--- config.mk ---
export PLATFORM = sky130hd
export DESIGN_NAME = bcd_countdown_timer
export DESIGN_NICKNAME = d
export VERILOG_FILES = /design/src/rtl/timer_pkg.sv /design/src/rtl/bcd_digit_dn.sv /design/src/rtl/bcd_countdown_timer.sv
export SDC_FILE = /design/constraint.sdc
export NUM_CORES = 1
export LEC_CHECK = 0
export CAP_MARGIN = 20
export CORE_ASPECT_RATIO = 0.9
export CORE_MARGIN = 2
export CORE_UTILIZATION = 25
export DETAILED_ROUTE_END_ITERATION = 7
export PLACE_DENSITY = 0.54
export SYNTH_ARGS = -nofsm -noshare
export SYNTH_HDL_FRONTEND = slang
export SYNTH_HIERARCHICAL = 1
export SYNTH_SLANG_ARGS = --single-unit
--- constraint.sdc ---
create_clock -name clk -period 5.53 [get_ports clk]
set_input_delay 1.106 -clock clk [delete_from_list [all_inputs] [get_ports clk]]
set_output_delay 1.106 -clock clk [all_outputs]
set_load 0.01 [all_outputs]
--- src/rtl/timer_pkg.sv ---
// Shared types and constants for the BCD countdown timer.
package timer_pkg;
  localparam int BCD_W        = 4;
  localparam int MOD_DEC      = 10;
  localparam int MOD_SEC_TENS = 6;

  typedef enum logic [1:0] {
    ST_IDLE   = 2'd0,
    ST_RUN    = 2'd1,
    ST_PAUSED = 2'd2,
    ST_DONE   = 2'd3
  } timer_state_e;

  // Clamp an out-of-range preset digit to the largest legal value.
  function automatic logic [BCD_W-1:0] sat_digit(input logic [BCD_W-1:0] d,
                                                 input int modulus);
    if (int'(d) > modulus - 1) return BCD_W'(modulus - 1);
    return d;
  endfunction
endpackage

--- src/rtl/bcd_digit_dn.sv ---
// One down-counting BCD digit with saturating load and borrow out.
// Latency 1 cycle; no backpressure, digit steps whenever dec_in is high.
module bcd_digit_dn
  import timer_pkg::*;
#(
  parameter int MODULUS = MOD_DEC
) (
  input  logic             clk,
  input  logic             rst_n,
  input  logic             clr,
  input  logic             load,
  input  logic [BCD_W-1:0] d,
  input  logic             dec_in,
  output logic [BCD_W-1:0] q,
  output logic             bo
);
  logic [BCD_W-1:0] q_d, q_q;

  always_comb begin
    q_d = q_q;
    if (clr) begin
      q_d = '0;
    end else if (load) begin
      q_d = sat_digit(d, MODULUS);
    end else if (dec_in) begin
      q_d = (q_q == '0) ? BCD_W'(MODULUS - 1) : q_q - BCD_W'(1);
    end
  end

  always_ff @(posedge clk or negedge rst_n) begin
    if (!rst_n) q_q <= '0;
    else        q_q <= q_d;
  end

  assign q  = q_q;
  assign bo = (q_q == '0) && dec_in;
endmodule

--- src/rtl/bcd_countdown_timer.sv ---
// Multi-digit BCD countdown timer with run/pause/done control and done pulse.
// Latency 1 cycle from tick/load/start to outputs; no backpressure, strobes act immediately.
module bcd_countdown_timer
  import timer_pkg::*;
#(
  parameter int DIGITS   = 4,
  parameter int SEC_MODE = 1
) (
  input  logic                    clk,
  input  logic                    rst_n,
  input  logic                    tick,
  input  logic                    load,
  input  logic [BCD_W*DIGITS-1:0] load_val,
  input  logic                    start,
  input  logic                    pause,
  input  logic                    clear,
  output logic [BCD_W*DIGITS-1:0] count,
  output logic                    running,
  output logic                    zero,
  output logic                    done
);
  localparam int W = BCD_W * DIGITS;

  timer_state_e state_d, state_q;
  logic         done_d, done_q;
  logic         running_d, running_q;
  logic         load_acc, do_dec, last_step;
  logic [DIGITS:0] dec;
  logic         unused_top_bo;

  assign dec[0]        = do_dec;
  assign unused_top_bo = dec[DIGITS];

  for (genvar k = 0; k < DIGITS; k++) begin : g_digit
    localparam int M = (SEC_MODE != 0 && k == 1) ? MOD_SEC_TENS : MOD_DEC;
    bcd_digit_dn #(.MODULUS(M)) u_digit (
      .clk    (clk),
      .rst_n  (rst_n),
      .clr    (clear),
      .load   (load_acc),
      .d      (load_val[BCD_W*k +: BCD_W]),
      .dec_in (dec[k]),
      .q      (count[BCD_W*k +: BCD_W]),
      .bo     (dec[k+1])
    );
  end

  assign zero = (count == '0);

  always_ff @(posedge clk or negedge rst_n) begin
    if (!rst_n) state_q <= ST_IDLE;
    else        state_q <= state_d;
  end

  always_comb begin
    state_d = state_q;
    if (clear) begin
      state_d = ST_IDLE;
    end else if (load && state_q != ST_RUN) begin
      state_d = ST_IDLE;
    end else begin
      case (state_q)
        ST_RUN: begin
          if (pause)          state_d = ST_PAUSED;
          else if (last_step) state_d = ST_DONE;
        end
        ST_IDLE, ST_PAUSED: begin
          if (start && !zero) state_d = ST_RUN;
        end
        default: state_d = state_q;
      endcase
    end
  end

  // A load in RUN changes nothing, but still swallows a coincident tick.
  always_comb begin
    load_acc  = load && !clear && (state_q != ST_RUN);
    do_dec    = (state_q == ST_RUN) && tick && !clear && !load && !pause;
    last_step = do_dec && (count == W'(1));
    done_d    = last_step;
    running_d = (state_d == ST_RUN);
  end

  always_ff @(posedge clk or negedge rst_n) begin
    if (!rst_n) begin
      done_q    <= 1'b0;
      running_q <= 1'b0;
    end else begin
      done_q    <= done_d;
      running_q <= running_d;
    end
  end

  assign done    = done_q;
  assign running = running_q;
endmodule

### Yosys cells after proc, flatten, opt, wreduce, memory -nomap -nowiden

Cells that the tools add are included.
Widths: inputs -> output; s select.

* flip-flop bits (word level): 20
* input port bits: 23
* logic and storage cells: 89
* output and inout port bits: 19

* equal/unequal tests: 5
* add/subtract/negate cells: 4
* multiplexer cells: 42
* $lt $le $gt $ge: 4
* reduce and logical (&&, ||, !) cells: 27

Operators with widths (count)
* $mux 4: 24
* $eq 16x1->1 const B: 1
* $logic_not 16->1: 1
* $logic_not 4->1: 4
* $sub 4x1->4 const B: 4
* $gt 4x4->1 const B: 3
* $logic_and 1x1->1: 12
* $mux 1: 12
* $reduce_bool 3->1: 4
* $mux 2: 5
* $eq 2x1->1 const B: 2
* $gt 4x3->1 const B: 1
* $logic_not 1->1: 4
* $pmux 2 s2: 1
* $eq 2x2->1 const B: 1
* $logic_not 2->1: 1
* $ne 2x1->1 const B: 1
* $reduce_or 2->1: 1

### Depth between registers and ports, before layout

* word-level depth: 12
* gate-level depth with buffers: 10
* gate-level depth less buffers: 10

### Hierarchy

The synthesis kept the hierarchy.

Modules (own cells, without submodules)
* bcd_digit_dn (g_digit[0].u_digit ...): area each 329.1 um^2, cells an instance 37, sequential area each 100.1 um^2, times used 3
* bcd_digit_dn (g_digit[1].u_digit): area each 269.0 um^2, cells an instance 29, sequential area each 100.1 um^2, times used 1
* bcd_countdown_timer: area each 260.2 um^2, cells an instance 31, sequential area each 100.1 um^2, times used 1

### Least setup slack after synthesis

Ideal clock, no wire load.

* kind: input -> register
* start point: input port pause
* end point: register g_digit[3].u_digit.q_q[1]
* buffers on the path: 0
* library setup time: 77 ps
* data arrival time: 2950 ps
* slack: 2502 ps
* cell stages on the path: 10
* required time: 5453 ps
* path through: nor2_1 -> nand4_1 -> inv_1 -> and2_1 -> inv_1 -> nor2_1 -> and2_1 -> inv_1 -> or4_1 -> a21oi_1

* word-level cells in the longest chain between the ends: 6

RTL lines
* from (decl): line bcd_countdown_timer.sv:15 `input logic pause,`
* $logic_not 1->1: line bcd_countdown_timer.sv:78 `do_dec = (state_q == ST_RUN) && tick && !clear && !load && !pause;`
* $logic_and 1x1->1: line bcd_countdown_timer.sv:78
* named net dec[0]: line bcd_countdown_timer.sv:28 `logic [DIGITS:0] dec;`
* $logic_and 1x1->1: line bcd_digit_dn.sv:36 `assign bo = (q_q == '0) && dec_in;`
* named net dec[1]: line bcd_countdown_timer.sv:28
* $logic_and 1x1->1: line bcd_digit_dn.sv:36
* named net dec[2]: line bcd_countdown_timer.sv:28
* $logic_and 1x1->1: line bcd_digit_dn.sv:36
* named net dec[3]: line bcd_countdown_timer.sv:28
* $reduce_bool 3->1 (no source line)
* to (signal assigned): line bcd_digit_dn.sv:32 `else q_q <= q_d;`
* to (decl): line bcd_digit_dn.sv:17 `logic [BCD_W-1:0] q_d, q_q;`

The timed path passes the listed nets, and every way through them passes these cells.
A chain may end at the register's enable or synchronous reset.

### Final worst setup path

* start point: input port clear
* end point: register g_digit[3].u_digit.q_q[1]

* word-level cells in the longest chain between the ends: 8
* elaborated cells between the ends (all ways): 12
* those cells by class: 2 x mux; 10 x reduce/logical

RTL lines
* from (decl): line bcd_countdown_timer.sv:16 `input logic clear,`
* $logic_not 1->1: line bcd_countdown_timer.sv:78
* $logic_and 1x1->1 (3 in a row): line bcd_countdown_timer.sv:78
* named net dec[0]: line bcd_countdown_timer.sv:28
* $logic_and 1x1->1: line bcd_digit_dn.sv:36
* named net dec[1]: line bcd_countdown_timer.sv:28
* $logic_and 1x1->1: line bcd_digit_dn.sv:36
* named net dec[2]: line bcd_countdown_timer.sv:28
* $logic_and 1x1->1: line bcd_digit_dn.sv:36
* named net dec[3]: line bcd_countdown_timer.sv:28
* $reduce_bool 3->1 (no source line)

The timed path passes the listed nets, and every way through them passes these cells.

==> impl_metrics.json <==
{
  "design.core.area_um2": 5758,
  "io_pins": 42,
  "syn_area_um2": 1510,
  "achievable-frequency_mhz": 272.1,
  "cts_root_buffer": "clkbuf_8",
  "rrSetupSlack_ns": 2.73,
  "clock_sink_count": 20,
  "power-per-cell-area_nw_per_um2": 190.1,
  "timing_worst_slew_pin_value_ns": 0.9190,
  "initial_core_utilization_pct": 26.23,
  "crit-reg2reg-launch": "g_digit[0].u_digit/q[0]",
  "vias_per_cell": 5.163,
  "cts.htree.levels": 1,
  "worst_ep_arrival_time_ns": 3.86,
  "drive_above_1_share_pct": 6.604,
  "final_antenna_net_count": 0,
  "finalMaxSlewViolations": 0,
  "endpoint_kind": "flip-flop",
  "grt_setup_unrepaired": "false",
  "power.clock.fraction_pct": 24.5,
  "worstSetupPathType": "primary input to flip-flop",
  "relSlewSlack_pct": 38.54,
  "critical_path.max_stage_delay_ns": 0.46,
  "final-hold-violation-count": 0,
  "max_clock_buf_depth": 2,
  "drt_wl_total_mm": 3.913,
  "ctsResizeCount": 0,
  "worst_ir_drop_vdd_uv": 91.12,
  "dp_hpwl_mm": 2.888,
  "run_status": "finished, final reports clean",
  "track_usage_pct": 12.37,
  "post-route-drc-count": 0,
  "cts-hold-fix-buffers": 0,
  "clock_tree_from_tritoncts": "built",
  "antenna_found_initial": 0,
  "cts_setup_buffers": 0,
  "die-area_um2": 6679,
  "die_x_um": 85.93,
  "finalNetCount": 244,
  "finish.utilization_pct": 35.25,
  "vias": 1456,
  "core.rowCount": 26,
  "die_h_um": 77.74,
  "total_nets_after_synthesis": 200,
  "required_ns": 5.71,
  "grt_start_max_net_pins": 23,
  "synthesis.area_per_instance_um2": 8.884,
  "power.leakage_nw": 0.7557,
  "crit_path_start": "clear",
  "class_of_the_tightest_hold_or_removal_check": "flip-flop to flip-flop",
  "firstDrtPassIters": 4,
  "reg2reg_depth": 10,
  "clkLatencyLatePin_ns": 0.25,
  "slowest_stage": "or4_1",
  "routability_congestion_estimate": 0.7940,
  "cap_viol_max_count": 0,
  "critPathMaxFanout": 20,
  "global_route_wire_length_before_repair_mm": 6.665,
  "fin_crit_sh_pct": 66.45,
  "cp-endpoint": "g_digit[3].u_digit/q[1]",
  "timing.clock.skew_ns": 0.001925,
  "cp_cell_sequence": "clkdlybuf4s50_1, buf_4, nor2_1, nand4_1, inv_1, and2_1, inv_1, nor2_1, and2_1, inv_1, or4_1, a21oi_1",
  "cts.reportedPaths.clkPinSlew_ns": 0.07,
  "diodes": 0,
  "share_seq_of_total_power_pct": 44.5,
  "mostFrequentLayoutCells": "clkdlybuf4s50_1, inv_1, dfrtp_1",
  "globalRouteOverflowTotal": 0,
  "crit-reg2reg-capture": "g_digit[3].u_digit/q[1]",
  "portBuffers": 41,
  "final_period_minus_worst_setup_slack_ns": 3.675,
  "synthCells": 170,
  "power_switching_share_pct": 30.47,
  "worstPathBufferInverterCount": 5,
  "cts_buffers": 3,
  "drt-wirelength-per-cell_um": 13.88,
  "yosys_warnings": 6,
  "drt-initial-drc-count": 126,
  "net-switching-power_mw": 0.1175,
  "mostFrequentLayoutCell": "clkdlybuf4s50_1",
  "start_kind": "primary input",
  "area.growth.synth_to_final_pct": 34.38,
  "setup_tns_ns": 0,
  "cp_num_cells": 12,
  "crit_top_cell": "inv_1",
  "design_internal_power_mw": 0.2682,
  "comb_power_share_pct": 31.0,
  "report.final.setup_viol": 0,
  "crit_family": "simple AND/OR/NAND/NOR gates",
  "number_of_global_route_vias_before_repair": 1409
}
[per-stage QoR]
| stage | cells | hold slack, ns | power, mW | setup WS (ns) | instance area [um2] |
|---|---|---|---|---|---|
| after floorplan | 170 | 0.5220 | 0.2371 | 2.515 | 1510 |
| after global placement | 279 | 0.5562 | 0.2949 | 1.710 | 1988 |
| after detailed placement | 279 | 0.5564 | 0.2943 | 1.597 | 1988 |
| after CTS | 282 | 0.5684 | 0.3927 | 1.854 | 2029 |
| after global routing | 282 | 0.6372 | 0.4161 | 1.571 | 2029 |
| final | 282 | 0.5688 | 0.3858 | 1.855 | 2029 |
[registers in the layout, summed over array words and instances, names as in the netlist]
name	flops
done	1
state_q	2
g_digit.u_digit/q	16
running	1
[cell type report]
| cell class | instances | area, um2 |
|---|---|---|
| flip-flops and latches | 20 | 500.5 |
| inverters | 20 | 75.07 |
| repair buffers | 43 | 425.4 |
| clock buffers | 3 | 41.29 |
| fillers | 586 | 3729 |
| well taps | 70 | 87.58 |
| multi-input cells | 126 | 899.6 |
[how the worst min path moves through the flow]
stage               start          to  slack [ns]  cells past startpoint
6_report       state_q[1]  state_q[1]        0.57                      2
5_1_grt        state_q[1]  state_q[1]        0.64                      2
4_1_cts        state_q[1]  state_q[1]        0.57                      2
3_5_place_dp   state_q[1]  state_q[1]        0.56                      2
3_3_place_gp   state_q[1]  state_q[1]        0.56                      2
2_1_floorplan  state_q[1]  state_q[1]        0.52                      2
[tightest hold or removal path: stages, from the launching register on]
cell     delay [ns]
dfrtp_1        0.39
nand2_1        0.06
o22ai_1        0.07
[layer usage]
layer | vias up | routed length [um] | share of wire, % | GRT usage (%)
li1 | 727 | - | - | -
met1 | 681 | 1935 | 49 | 17.67
met2 | 44 | 1705 | 44 | 18.68
met3 | 4 | 248 | 6.3 | 3.617
met4 | 0 | 24 | 0.61 | 2.063
met5 | - | 0 | 0 | 0
[power by group through the flow]
stage                     clock, mW  combinational, mW  sequential, mW
final                        0.0945              0.120           0.172
after global routing          0.108              0.135           0.174
after CTS                     0.100              0.121           0.172
after detailed placement          0              0.120           0.174
after global placement            0              0.120           0.175
after floorplan                   0             0.0640           0.173
Power figures use the tool's default switching activity.
